===== src/rtl/exe_stage_memreq_pkg.sv =====
// exe_stage_memreq_pkg
// Shared constants for the EXE stage: exception bit position, mem_all field
// indices, one-hot FSM encodings for the data request tracker, SRAM size
// codes, one-hot ALU op indices, and a store-data lane replication helper.
package exe_stage_memreq_pkg;

  localparam int EXC_W       = 15;
  localparam int EXC_ALE_IDX = 9;

  // mem_all = {mem_we, ld_b, ld_h, ld_w, ld_se, st_b, st_h, st_w}
  localparam int MEM_WE = 7;
  localparam int LD_B   = 6;
  localparam int LD_H   = 5;
  localparam int LD_W   = 4;
  localparam int LD_SE  = 3;
  localparam int ST_B   = 2;
  localparam int ST_H   = 1;
  localparam int ST_W   = 0;

  // Data request tracker, one-hot
  localparam logic [3:0] S_IDLE   = 4'b0001;
  localparam logic [3:0] S_REQ    = 4'b0010;
  localparam logic [3:0] S_ZOMBIE = 4'b0100;
  localparam logic [3:0] S_DONE   = 4'b1000;

  localparam logic [1:0] SIZE_B = 2'd0;
  localparam logic [1:0] SIZE_H = 2'd1;
  localparam logic [1:0] SIZE_W = 2'd2;

  // One-hot ALU op bit positions
  localparam int ALU_ADD  = 0;
  localparam int ALU_SUB  = 1;
  localparam int ALU_SLT  = 2;
  localparam int ALU_SLTU = 3;
  localparam int ALU_AND  = 4;
  localparam int ALU_NOR  = 5;
  localparam int ALU_OR   = 6;
  localparam int ALU_XOR  = 7;
  localparam int ALU_SLL  = 8;
  localparam int ALU_SRL  = 9;
  localparam int ALU_SRA  = 10;
  localparam int ALU_LUI  = 11;

  // Replicate store data across byte lanes so the strobes pick the right copy
  function automatic logic [31:0] st_wdata(input logic is_b, input logic is_h,
                                           input logic [31:0] rkd);
    if (is_b)      st_wdata = {4{rkd[7:0]}};
    else if (is_h) st_wdata = {2{rkd[15:0]}};
    else           st_wdata = rkd;
  endfunction

endpackage


===== src/rtl/exe_stage_memreq_alu.sv =====
// exe_stage_memreq_alu
// Purely combinational ALU with a one-hot 12-bit op select.
// Ports: i_alu_op (one-hot op), i_src1/i_src2 (operands), o_result.
module exe_stage_memreq_alu
  import exe_stage_memreq_pkg::*;
(
  input  logic [11:0] i_alu_op,
  input  logic [31:0] i_src1,
  input  logic [31:0] i_src2,
  output logic [31:0] o_result
);

  logic        w_sub_en;
  logic [31:0] w_b;
  logic [32:0] w_sum;
  logic        w_slt, w_sltu;
  logic [31:0] w_sll, w_srl, w_sra;

  // One shared adder serves add, sub and both compares
  assign w_sub_en = i_alu_op[ALU_SUB] | i_alu_op[ALU_SLT] | i_alu_op[ALU_SLTU];
  assign w_b      = w_sub_en ? ~i_src2 : i_src2;
  assign w_sum    = {1'b0, i_src1} + {1'b0, w_b} + {32'd0, w_sub_en};

  assign w_slt  = (i_src1[31] & ~i_src2[31]) |
                  (~(i_src1[31] ^ i_src2[31]) & w_sum[31]);
  assign w_sltu = ~w_sum[32];

  assign w_sll = i_src1 << i_src2[4:0];
  assign w_srl = i_src1 >> i_src2[4:0];
  assign w_sra = 32'($signed(i_src1) >>> i_src2[4:0]);

  assign o_result = ({32{i_alu_op[ALU_ADD] | i_alu_op[ALU_SUB]}} & w_sum[31:0])
                  | ({32{i_alu_op[ALU_SLT]}}  & {31'd0, w_slt})
                  | ({32{i_alu_op[ALU_SLTU]}} & {31'd0, w_sltu})
                  | ({32{i_alu_op[ALU_AND]}}  & (i_src1 & i_src2))
                  | ({32{i_alu_op[ALU_NOR]}}  & ~(i_src1 | i_src2))
                  | ({32{i_alu_op[ALU_OR]}}   & (i_src1 | i_src2))
                  | ({32{i_alu_op[ALU_XOR]}}  & (i_src1 ^ i_src2))
                  | ({32{i_alu_op[ALU_SLL]}}  & w_sll)
                  | ({32{i_alu_op[ALU_SRL]}}  & w_srl)
                  | ({32{i_alu_op[ALU_SRA]}}  & w_sra)
                  | ({32{i_alu_op[ALU_LUI]}}  & i_src2);

endmodule


===== src/rtl/exe_stage_memreq.sv =====
// exe_stage_memreq
// EXE pipeline stage feeding MEMstate. Latches the ID payload, computes the
// result with the alu, flags misaligned loads/stores (ALE) and drives an
// SRAM-like data request (req/addr_ok). Requests squashed by a flush after
// acceptance are counted so MEMstate can discard their late data_ok.
// Ports:
//   clk, resetn (sync, active-low)
//   id_* / id_to_exe_valid / exe_allowin   : handshake + payload from ID
//   exe_* / exe_to_mem_valid / exe_ready_go: handshake + payload to MEM
//   mem/wb_pipeline_block, cancel_exc_ertn_tlbflush : hazards and flush
//   exe_drop_data_ok : next data_ok belongs to a squashed request
//   data_sram_*      : data-side request channel
module exe_stage_memreq
  import exe_stage_memreq_pkg::*;
#(
  parameter int DROP_CNT_W = 2
)(
  input  logic        clk,
  input  logic        resetn,
  input  logic        id_to_exe_valid,
  output logic        exe_allowin,
  input  logic [31:0] id_pc,
  input  logic [11:0] id_alu_op,
  input  logic [31:0] id_alu_src1,
  input  logic [31:0] id_alu_src2,
  input  logic [31:0] id_rkd_value,
  input  logic        id_res_from_mem,
  input  logic [7:0]  id_mem_all,
  input  logic [5:0]  id_rf_all,
  input  logic [14:0] id_exc_rf,
  input  logic [79:0] id_csr_rf,
  input  logic [2:0]  id_tlb_rf,
  input  logic        mem_allowin,
  input  logic        mem_pipeline_block,
  input  logic        wb_pipeline_block,
  input  logic        cancel_exc_ertn_tlbflush,
  output logic        exe_to_mem_valid,
  output logic        exe_ready_go,
  output logic [31:0] exe_pc,
  output logic [31:0] exe_result,
  output logic [31:0] exe_rkd_value,
  output logic        exe_res_from_mem,
  output logic [7:0]  exe_mem_all,
  output logic [5:0]  exe_rf_all,
  output logic [14:0] exe_exc_rf,
  output logic [79:0] exe_csr_rf,
  output logic [2:0]  exe_tlb_rf,
  output logic        exe_drop_data_ok,
  output logic        data_sram_req,
  output logic        data_sram_wr,
  output logic [1:0]  data_sram_size,
  output logic [3:0]  data_sram_wstrb,
  output logic [31:0] data_sram_addr,
  output logic [31:0] data_sram_wdata,
  input  logic        data_sram_addr_ok,
  input  logic        data_sram_data_ok
);

  logic                  r_exe_valid;
  logic [31:0]           r_pc, r_src1, r_src2, r_rkd;
  logic [11:0]           r_alu_op;
  logic                  r_res_from_mem;
  logic [7:0]            r_mem_all;
  logic [5:0]            r_rf_all;
  logic [14:0]           r_exc_rf;
  logic [79:0]           r_csr_rf;
  logic [2:0]            r_tlb_rf;
  logic [3:0]            r_state;
  logic [DROP_CNT_W-1:0] r_drop_cnt;

  logic [3:0]  w_state_nxt;
  logic [31:0] w_result, w_addr;
  logic [14:0] w_exc;
  logic        w_cancel, w_accept, w_ale, w_is_mem, w_has_exc, w_may_issue, w_hs;
  logic        w_is_b, w_is_h, w_is_w;
  logic        w_st_idle, w_st_req, w_st_zombie, w_st_done;
  logic        w_drop_inc, w_drop_dec;

  exe_stage_memreq_alu u_alu (
    .i_alu_op (r_alu_op),
    .i_src1   (r_src1),
    .i_src2   (r_src2),
    .o_result (w_result)
  );

  assign w_cancel = cancel_exc_ertn_tlbflush;
  assign w_addr   = w_result;

  assign w_is_b = r_mem_all[LD_B] | r_mem_all[ST_B];
  assign w_is_h = r_mem_all[LD_H] | r_mem_all[ST_H];
  assign w_is_w = r_mem_all[LD_W] | r_mem_all[ST_W];

  assign w_ale = r_exe_valid & ((w_is_h & w_addr[0]) | (w_is_w & (|w_addr[1:0])));

  always_comb begin
    w_exc              = r_exc_rf;
    w_exc[EXC_ALE_IDX] = r_exc_rf[EXC_ALE_IDX] | w_ale;
  end

  assign w_is_mem    = r_res_from_mem | r_mem_all[MEM_WE];
  assign w_has_exc   = |w_exc;
  assign w_may_issue = r_exe_valid & w_is_mem & ~w_has_exc & ~mem_pipeline_block
                     & ~wb_pipeline_block & ~w_cancel;

  assign w_st_idle   = (r_state == S_IDLE);
  assign w_st_req    = (r_state == S_REQ);
  assign w_st_zombie = (r_state == S_ZOMBIE);
  assign w_st_done   = (r_state == S_DONE);

  // Once raised, req stays up until addr_ok, even after a flush
  assign data_sram_req = (w_st_idle & w_may_issue) | w_st_req | w_st_zombie;
  assign w_hs          = data_sram_req & data_sram_addr_ok;

  assign exe_ready_go = (~w_is_mem | w_has_exc) ? 1'b1
                      : (w_st_done | (w_st_idle & w_hs));
  // A zombie request still owns the channel; hold ID off until it drains
  assign exe_allowin      = ~w_st_zombie & (~r_exe_valid | (exe_ready_go & mem_allowin));
  assign exe_to_mem_valid = r_exe_valid & exe_ready_go;
  assign w_accept         = exe_allowin & id_to_exe_valid;

  always_comb begin
    w_state_nxt = r_state;
    case (r_state)
      S_IDLE: if (data_sram_req) begin
        // Handshake in the same cycle the next op is latched: that op has
        // not issued yet, so stay in IDLE instead of parking in DONE.
        if (data_sram_addr_ok) w_state_nxt = w_accept ? S_IDLE : S_DONE;
        else                   w_state_nxt = S_REQ;
      end
      S_REQ: begin
        if (data_sram_addr_ok) w_state_nxt = w_cancel ? S_IDLE : S_DONE;
        else if (w_cancel)     w_state_nxt = S_ZOMBIE;
      end
      S_ZOMBIE: if (data_sram_addr_ok) w_state_nxt = S_IDLE;
      S_DONE:   if (w_accept | w_cancel) w_state_nxt = S_IDLE;
      default:  w_state_nxt = S_IDLE;
    endcase
  end

  always_ff @(posedge clk) begin
    if (!resetn) r_state <= S_IDLE;
    else         r_state <= w_state_nxt;
  end

  always_ff @(posedge clk) begin
    if (!resetn || w_cancel) r_exe_valid <= 1'b0;
    else if (exe_allowin)    r_exe_valid <= id_to_exe_valid;
  end

  always_ff @(posedge clk) begin
    if (!resetn) begin
      r_pc           <= '0;
      r_alu_op       <= '0;
      r_src1         <= '0;
      r_src2         <= '0;
      r_rkd          <= '0;
      r_res_from_mem <= 1'b0;
      r_mem_all      <= '0;
      r_rf_all       <= '0;
      r_exc_rf       <= '0;
      r_csr_rf       <= '0;
      r_tlb_rf       <= '0;
    end else if (w_accept) begin
      r_pc           <= id_pc;
      r_alu_op       <= id_alu_op;
      r_src1         <= id_alu_src1;
      r_src2         <= id_alu_src2;
      r_rkd          <= id_rkd_value;
      r_res_from_mem <= id_res_from_mem;
      r_mem_all      <= id_mem_all;
      r_rf_all       <= id_rf_all;
      r_exc_rf       <= id_exc_rf;
      r_csr_rf       <= id_csr_rf;
      r_tlb_rf       <= id_tlb_rf;
    end
  end

  // Squashed-request counter: squashed handshakes return data_ok ahead of
  // anything MEMstate issues later, so the oldest data_ok is dropped first.
  assign w_drop_inc = w_hs & ((w_st_req & w_cancel) | w_st_zombie);
  assign w_drop_dec = data_sram_data_ok & (|r_drop_cnt);

  always_ff @(posedge clk) begin
    if (!resetn) r_drop_cnt <= '0;
    else if (w_drop_inc && !w_drop_dec) begin
      if (!(&r_drop_cnt)) r_drop_cnt <= r_drop_cnt + DROP_CNT_W'(1);
    end else if (!w_drop_inc && w_drop_dec) r_drop_cnt <= r_drop_cnt - DROP_CNT_W'(1);
  end

  a_drop_no_overflow: assert property (@(posedge clk) disable iff (!resetn)
    !(w_drop_inc && !w_drop_dec && (&r_drop_cnt)));

  assign exe_drop_data_ok = |r_drop_cnt;

  assign data_sram_wr    = r_mem_all[MEM_WE];
  assign data_sram_addr  = w_addr;
  assign data_sram_size  = w_is_b ? SIZE_B : (w_is_h ? SIZE_H : SIZE_W);
  assign data_sram_wdata = st_wdata(r_mem_all[ST_B], r_mem_all[ST_H], r_rkd);

  always_comb begin
    data_sram_wstrb = 4'h0;
    if (r_mem_all[MEM_WE]) begin
      if (r_mem_all[ST_B])      data_sram_wstrb = 4'b0001 << w_addr[1:0];
      else if (r_mem_all[ST_H]) data_sram_wstrb = w_addr[1] ? 4'b1100 : 4'b0011;
      else                      data_sram_wstrb = 4'hF;
    end
  end

  assign exe_pc           = r_pc;
  assign exe_result       = w_result;
  assign exe_rkd_value    = r_rkd;
  assign exe_res_from_mem = r_res_from_mem;
  assign exe_mem_all      = r_mem_all;
  assign exe_rf_all       = r_rf_all;
  assign exe_exc_rf       = w_exc;
  assign exe_csr_rf       = r_csr_rf;
  assign exe_tlb_rf       = r_tlb_rf;

endmodule


===== config.mk =====
export PLATFORM = sky130hd
export DESIGN_NAME = exe_stage_memreq
export DESIGN_NICKNAME = d
export VERILOG_FILES = /design/src/rtl/exe_stage_memreq_pkg.sv /design/src/rtl/exe_stage_memreq_alu.sv /design/src/rtl/exe_stage_memreq.sv
export SDC_FILE = /design/constraint.sdc
export NUM_CORES = 1
export LEC_CHECK = 0
export CORE_AREA = 2 2 212 214
export DETAILED_ROUTE_END_ITERATION = 6
export DIE_AREA = 0 0 214 216
export PLACE_DENSITY_LB_ADDON = 0.08
export SYNTH_ARGS = -nofsm -noshare
export SYNTH_HDL_FRONTEND = slang
export SYNTH_SLANG_ARGS = --single-unit
export TNS_END_PERCENT = 100

===== constraint.sdc =====
create_clock -name clk -period 17.76 [get_ports clk]
set_clock_uncertainty 0.2 [all_clocks]
set_input_delay 3.552 -clock clk [delete_from_list [all_inputs] [get_ports clk]]
set_output_delay 3.552 -clock clk [all_outputs]
set_load 0.01 [all_outputs]

# == Word-level counts from Yosys, hierarchy flattened ==
# Cells that the tools add are included.
# Widths: inputs -> output; s select.
# totals
ff_bits,260
word_cells,140
in_bits,262
# classes
n_reduce_logical,13
shifts,4
mux,22
eq_ne,9
n_bitwise,74
n_addsub,4
# op_table
op,n
$or 32x32->32,11
$and 32x32->32,10
$mux 32,3
$and 32x1->32,2
$not 32->32,2
$mux 4,12
$add 32x32->33,1
$add 33x1->33,1
$shl 32x5->32,1
$shr 32x5->32,1
$sshr 32x5->32,1
$xor 32x32->32,1
$and 1x1->1,20
$or 1x1->1,17
$pmux 4 s4,1
$reduce_or 15->1,1
$mux 2,5
$not 1->1,10
$ne 2x2->1 const B,3
$eq 4x1->1 const B,1
$eq 4x2->1 const B,1
$eq 4x3->1 const B,1
$eq 4x4->1 const B,1
$reduce_and 2->1,2
13 further kinds,17

# == Longest topological paths before layout ==
# depth
word_depth,44
mapped_depth,21

# == Hierarchy ==
# A second synthesis with hierarchy kept.
# unflattened
cells_unflattened,2401
area_unflattened_um2,19124.6
# modules_own_cells
module,seq_area_each_um2,cells_per_inst,instances,area_per_inst_um2
exe_stage_memreq,5205.0,1370,1,11163.2
exe_stage_memreq_alu,0.0,1031,1,7961.4

# == Worst setup path after synthesis ==
# OpenSTA, ideal clock, no wires.
# synth_path
path_kind,flip-flop to output port
start,register r_src2[1]
end,output exe_result[29]
n_path_buf,8
arrival_time_ns,4.712
setup_slack_ns,9.296
stages_incl_launch_ff,19
required_time_ns,14.008
cell_sequence,dfxtp_1 buf_4 buf_4 buf_2 buf_2 buf_2 buf_2 buf_2 xnor2_1 ha_1 a31o_2 a221oi_1 nand3b_1 nand3_1 a41o_1 a21o_1 a211o_1 o311ai_0 buf_4
# synth_via
elab_chain_cells,15
elab_cells_between_ends,21
classes_between,2 x add/sub; 3 x shift; 1 x mux; 15 x bitwise
# synth_lines
item,line,source
"start, declared",exe_stage_memreq.sv:60,"logic [31:0] r_pc, r_src1, r_src2, r_rkd;"
"start signal, assigned",exe_stage_memreq.sv:167,r_src2 <= id_alu_src2;
$not 32->32,exe_stage_memreq_alu.sv:21,assign w_b = w_sub_en ? ~i_src2 : i_src2;
$mux 32,exe_stage_memreq_alu.sv:21,
$add 32x32->33,exe_stage_memreq_alu.sv:22,"assign w_sum = {1'b0, i_src1} + {1'b0, w_b} + {32'd0, w_sub_en};"
$add 33x1->33,exe_stage_memreq_alu.sv:22,
$and 32x32->32,exe_stage_memreq_alu.sv:32,assign o_result = ({32{i_alu_op[ALU_ADD] | i_alu_op[ALU_SUB]}} & w_sum[31:0])
$or 32x32->32,exe_stage_memreq_alu.sv:33,"| ({32{i_alu_op[ALU_SLT]}} & {31'd0, w_slt})"
$or 32x32->32,exe_stage_memreq_alu.sv:34,"| ({32{i_alu_op[ALU_SLTU]}} & {31'd0, w_sltu})"
$or 32x32->32,exe_stage_memreq_alu.sv:35,| ({32{i_alu_op[ALU_AND]}} & (i_src1 & i_src2))
$or 32x32->32,exe_stage_memreq_alu.sv:36,| ({32{i_alu_op[ALU_NOR]}} & ~(i_src1 | i_src2))
$or 32x32->32,exe_stage_memreq_alu.sv:37,| ({32{i_alu_op[ALU_OR]}} & (i_src1 | i_src2))
$or 32x32->32,exe_stage_memreq_alu.sv:38,| ({32{i_alu_op[ALU_XOR]}} & (i_src1 ^ i_src2))
$or 32x32->32,exe_stage_memreq_alu.sv:39,| ({32{i_alu_op[ALU_SLL]}} & w_sll)
$or 32x32->32,exe_stage_memreq_alu.sv:40,| ({32{i_alu_op[ALU_SRL]}} & w_srl)
$or 32x32->32 *,exe_stage_memreq_alu.sv:41,| ({32{i_alu_op[ALU_SRA]}} & w_sra)
$or 32x32->32 *,exe_stage_memreq_alu.sv:42,| ({32{i_alu_op[ALU_LUI]}} & i_src2);
"end, declared",exe_stage_memreq.sv:40,"output logic [31:0] exe_result,"
# Mark *: on every way between the ends. The rest lies on a longest branch, timed or not.

# == Final worst setup path ==
# layout_path
start,register r_src2[0]
end,output exe_allowin
# layout_via
elab_chain_cells,38
elab_cells_between_ends,58
classes_between,2 x add/sub; 3 x shift; 2 x mux; 49 x bitwise; 2 x reduce/logical
# layout_lines
item,line,source
$not 32->32,exe_stage_memreq_alu.sv:21,
$mux 32,exe_stage_memreq_alu.sv:21,
$add 32x32->33,exe_stage_memreq_alu.sv:22,
$add 33x1->33,exe_stage_memreq_alu.sv:22,
$and 1x1->1,exe_stage_memreq_alu.sv:25,(~(i_src1[31] ^ i_src2[31]) & w_sum[31]);
$or 1x1->1,exe_stage_memreq_alu.sv:24,assign w_slt = (i_src1[31] & ~i_src2[31]) |
$and 32x1->32,exe_stage_memreq_alu.sv:33,
$or 32x32->32,exe_stage_memreq_alu.sv:33,
(+21 left out),--,
$or 1x1->1 (2 in a row),exe_stage_memreq.sv:111,assign data_sram_req = (w_st_idle & w_may_issue) | w_st_req | w_st_zombie;
$and 1x1->1,exe_stage_memreq.sv:112,assign w_hs = data_sram_req & data_sram_addr_ok;
$and 1x1->1,exe_stage_memreq.sv:115,: (w_st_done | (w_st_idle & w_hs));
$or 1x1->1,exe_stage_memreq.sv:115,
$mux 1 *,exe_stage_memreq.sv:114,assign exe_ready_go = (~w_is_mem | w_has_exc) ? 1'b1
$and 1x1->1 *,exe_stage_memreq.sv:117,assign exe_allowin = ~w_st_zombie & (~r_exe_valid | (exe_ready_go & mem_allowin));
$or 1x1->1 *,exe_stage_memreq.sv:117,
$and 1x1->1 *,exe_stage_memreq.sv:117,
"end, declared",exe_stage_memreq.sv:21,"output logic exe_allowin,"
# Marked as above.

==> impl_metrics.py <==
metrics = {
    "drt": {
        "wl_per_cell_um": 25.6,
        "ant_nets": 0,
        "drc_errors": 0,
        "viasPerCell": 5.81,
        "via_count": 19600,
        "wl_mm": 86.4,
        "drt_iter0_markers": 2061,
        "first_pass_iters": 7,
    },
    "clock_network": {
        "tritoncts": "built",
        "htree_num_levels": 1,
        "cts_made_buffers": 31,
        "clk_pin_slew_ns": 0.06,
        "clock_path_buffers": 3,
        "clockRootBuffer": "clkbuf_16",
        "cts_setup_buffers": 0,
        "clock-sinks": 260,
        "clock_latency_ns": 0.61,
        "cts-resized-gates": 0,
        "holdBufCountCts": 0,
    },
    "synth": {
        "async_flop_share_pct": 0,
        "netlist_instances": 2371,
        "syn_area_per_cell_sq_um": 8.14,
        "synth_cell_types": 75,
        "syn-cell-area_sq_um": 19300,
        "yosysTopAreaCell": "dfxtp_1",
        "yosysWarnings": 0,
        "syn-num-nets": 2732,
        "synth_edf_count": 0,
        "ys_top_cells_by_area": "dfxtp_1 27%, mux2i_1 17%, nand2_1 12%",
        "yosysTopAreaCellShare_pct": 27.0,
        "synth_flop_cell": "dfxtp_1",
        "ys_seq_area_share_pct": 27.0,
        "ys_ff_latch": 260,
    },
    "timing": {
        "rsz0062_at_grt": "no",
        "relSlewSlack_pct": 19.8,
        "hold_viol": 0,
        "fin_tns_setup_ns": 0,
        "setup_viol": 0,
        "tightest_slew_ns": 1.20,
        "report.final.slew_viol_count": 0,
        "min_period_ns": 10.01,
        "finalCritPeriodShare_pct": 56.4,
        "max_freq_mhz": 99.9,
    },
    "power_and_ir_drop": {
        "p_leak_nw": 10.6,
        "intPower_w": 0.00137,
        "clkPwrFrac_pct": 31.5,
        "finalPower_w": 0.00210,
        "p_sw_w": 0.000735,
        "p_seq_share_pct": 32.3,
        "ir_drop_v": 0.0000720,
        "cellPowerDensity_nw_per_um2": 82.1,
        "switching_share_pct": 35.0,
        "power_frac_comb_pct": 36.2,
    },
    "finish": {
        "nets": 3119,
        "area_growth_pct": 32.6,
        "drive_gt1_share_pct": 6.76,
        "final_cell_mix": "608 x nand2_1, 545 x clkdlybuf4s50_1, 329 x mux2i_1, 251 x dfxtp_1, 112 x nor2_1",
        "layout_commonest_cell": "nand2_1",
        "fill_cells": 3992,
    },
    "die": {
        "num_rows": 77,
        "core_sq_um": 43800,
        "die_y_um": 216,
        "die_area_sq_um": 46200,
        "start_util_pct": 44.0,
        "io_pins": 547,
        "die_x_um": 214,
    },
    "grt": {
        "grt_pass1_wl_mm": 126,
        "grt_antenna_before_repair": 14,
        "grt_pass1_vias": 19000,
        "grt_max_degree": 241,
        "grt_overflow": 0,
        "track_usage_pct": 36.0,
    },
    "outcome": {
        "run_status": "finished, final reports clean",
    },
    "placed_design": {
        "port_buffers": 546,
        "hpwlAfterDp_mm": 65.3,
        "place_congestion": 1.00,
    },
    "setup_path": {
        "cp-end-kind": "primary output",
        "path_max_fanout": 30,
        "start_kind": "flop",
        "path_class": "flop to primary output",
        "arrival_ns": 6.26,
        "worstPathRequired_ns": 14.01,
    },
    "min_path": {
        "hp-class": "flop to flop",
    },
    "job": {
        "cap_violations": 0,
    },
}
-- final timing paths --
| path | from | end | slack [ns] | cells after the start |
|---|---|---|---|---|
| hold reg to reg | exe_csr_rf[33] | exe_csr_rf[33] | 0.26 | 2 |
| setup reg to reg | r_src2[0] | r_src1[28] | 10.37 | 15 |
| hold / removal | exe_csr_rf[33] | exe_csr_rf[33] | 0.26 | 2 |
| setup / recovery | r_src2[0] | exe_allowin | 7.75 | 13 |
-- power by group through the flow --
stage | clock network, W | logic (W) | registers [W]
detailed placement | 0 | 0.000747 | 0.000687
global route | 0.000693 | 0.000809 | 0.000681
finish | 0.000662 | 0.000761 | 0.000678
floorplan | 0 | 0.000430 | 0.000674
CTS | 0.000673 | 0.000752 | 0.000676
global placement | 0 | 0.000741 | 0.000686
-- cell usage after synthesis, types with 6 or more instances --
master / instances
a21o_1: 14
nor2b_1: 8
a21oi_1: 95
mux2_2: 24
clkbuf_1: 120
buf_6: 29
a221oi_1: 10
dfxtp_1: 260
mux2i_1: 329
xnor2_1: 42
inv_1: 83
nand2_1: 608
and3_1: 11
o311ai_0: 8
nand2b_1: 14
o21ai_0: 110
a222oi_1: 30
buf_1: 13
nor3_1: 17
o221ai_1: 6
nor4_1: 8
xor2_1: 12
buf_4: 58
a211oi_1: 11
mux4_2: 49
or3_1: 9
nor2_1: 112
a31oi_1: 9
nand4_1: 9
o211ai_1: 17
o2111ai_1: 13
and2_1: 9
buf_2: 11
a211o_1: 13
nand3_1: 27
o22ai_1: 10
ha_1: 98
-- layout make-up --
class | count | area (sq um) | share of cell area [%]
timing repair buffer | 585 | 5780 | 22.6
sequential | 260 | 5220 | 20.4
clock buffer | 40 | 860 | 3.36
clock inverter | 15 | 183 | 0.713
antenna | 10 | 25.0 | 0.0977
inverter | 86 | 323 | 1.26
tap | 592 | 741 | 2.89
multi-input combinational | 1794 | 12500 | 48.7
-- worst max-delay path: stages, from the launching register on --
cell and delay (ns):
dfxtp_4 0.61, clkinv_1 0.79, mux2i_1 0.32, fa_1 0.45, nand2b_1 0.24, a21oi_1 0.28
o2111ai_1 0.35, a211oi_1 0.71, o211ai_1 0.21, a211o_1 0.39, o311ai_4 0.45, a21boi_0 0.15
o21a_1 0.20, clkdlybuf4s50_1 0.49
-- flip-flops by register name, summed over array words and instances, names as in the netlist --
name	count
exe_csr_rf	80
exe_pc	32
exe_rkd_value	32
r_src1	32
r_src2	32
r_exc_rf	15
r_alu_op	12
exe_mem_all	8
exe_rf_all	6
r_state	4
exe_tlb_rf	3
r_drop_cnt	2
exe_res_from_mem	1
r_exe_valid	1
-- stage by stage --
| stage | worst slack, ns | hold slack (ns) | cell area (sq um) | util [%] | instances |
|---|---|---|---|---|---|
| floorplan | 9.30 | 0.243 | 19300 | - | 2371 |
| finish | 7.75 | 0.255 | 25600 | 58.4 | 3382 |
| detailed placement | 8.26 | 0.246 | 24500 | 56.0 | 3317 |
| global route | 7.54 | 0.272 | 25600 | 58.4 | 3381 |
| global placement | 8.20 | 0.242 | 24500 | 56.0 | 3317 |
| CTS | 7.87 | 0.256 | 25600 | 58.4 | 3372 |
-- cells by family after synthesis --
family / count (synthesis) / share of synthesized area (%)
AND/OR/NAND/NOR: 852 / 18.1
multiplexers: 403 / 24.2
AO/OA/AOI/OAI: 386 / 13.3
buffers and inverters: 317 / 8.49
flip-flops: 260 / 27.0
adder cells (fa/ha/maj): 99 / 6.45
XOR/XNOR: 54 / 2.45
-- routing by layer --
| metal | global-route usage, % | routed length, um | up-vias |
|---|---|---|---|
| li1 | - | - | 9015 |
| met1 | 44.7 | 35000 | 9462 |
| met2 | 60.9 | 40700 | 963 |
| met3 | 7.36 | 6790 | 195 |
| met4 | 14.5 | 3830 | 4 |
| met5 | 0 | 30 | - |
Power figures use the tool's default switching activity.
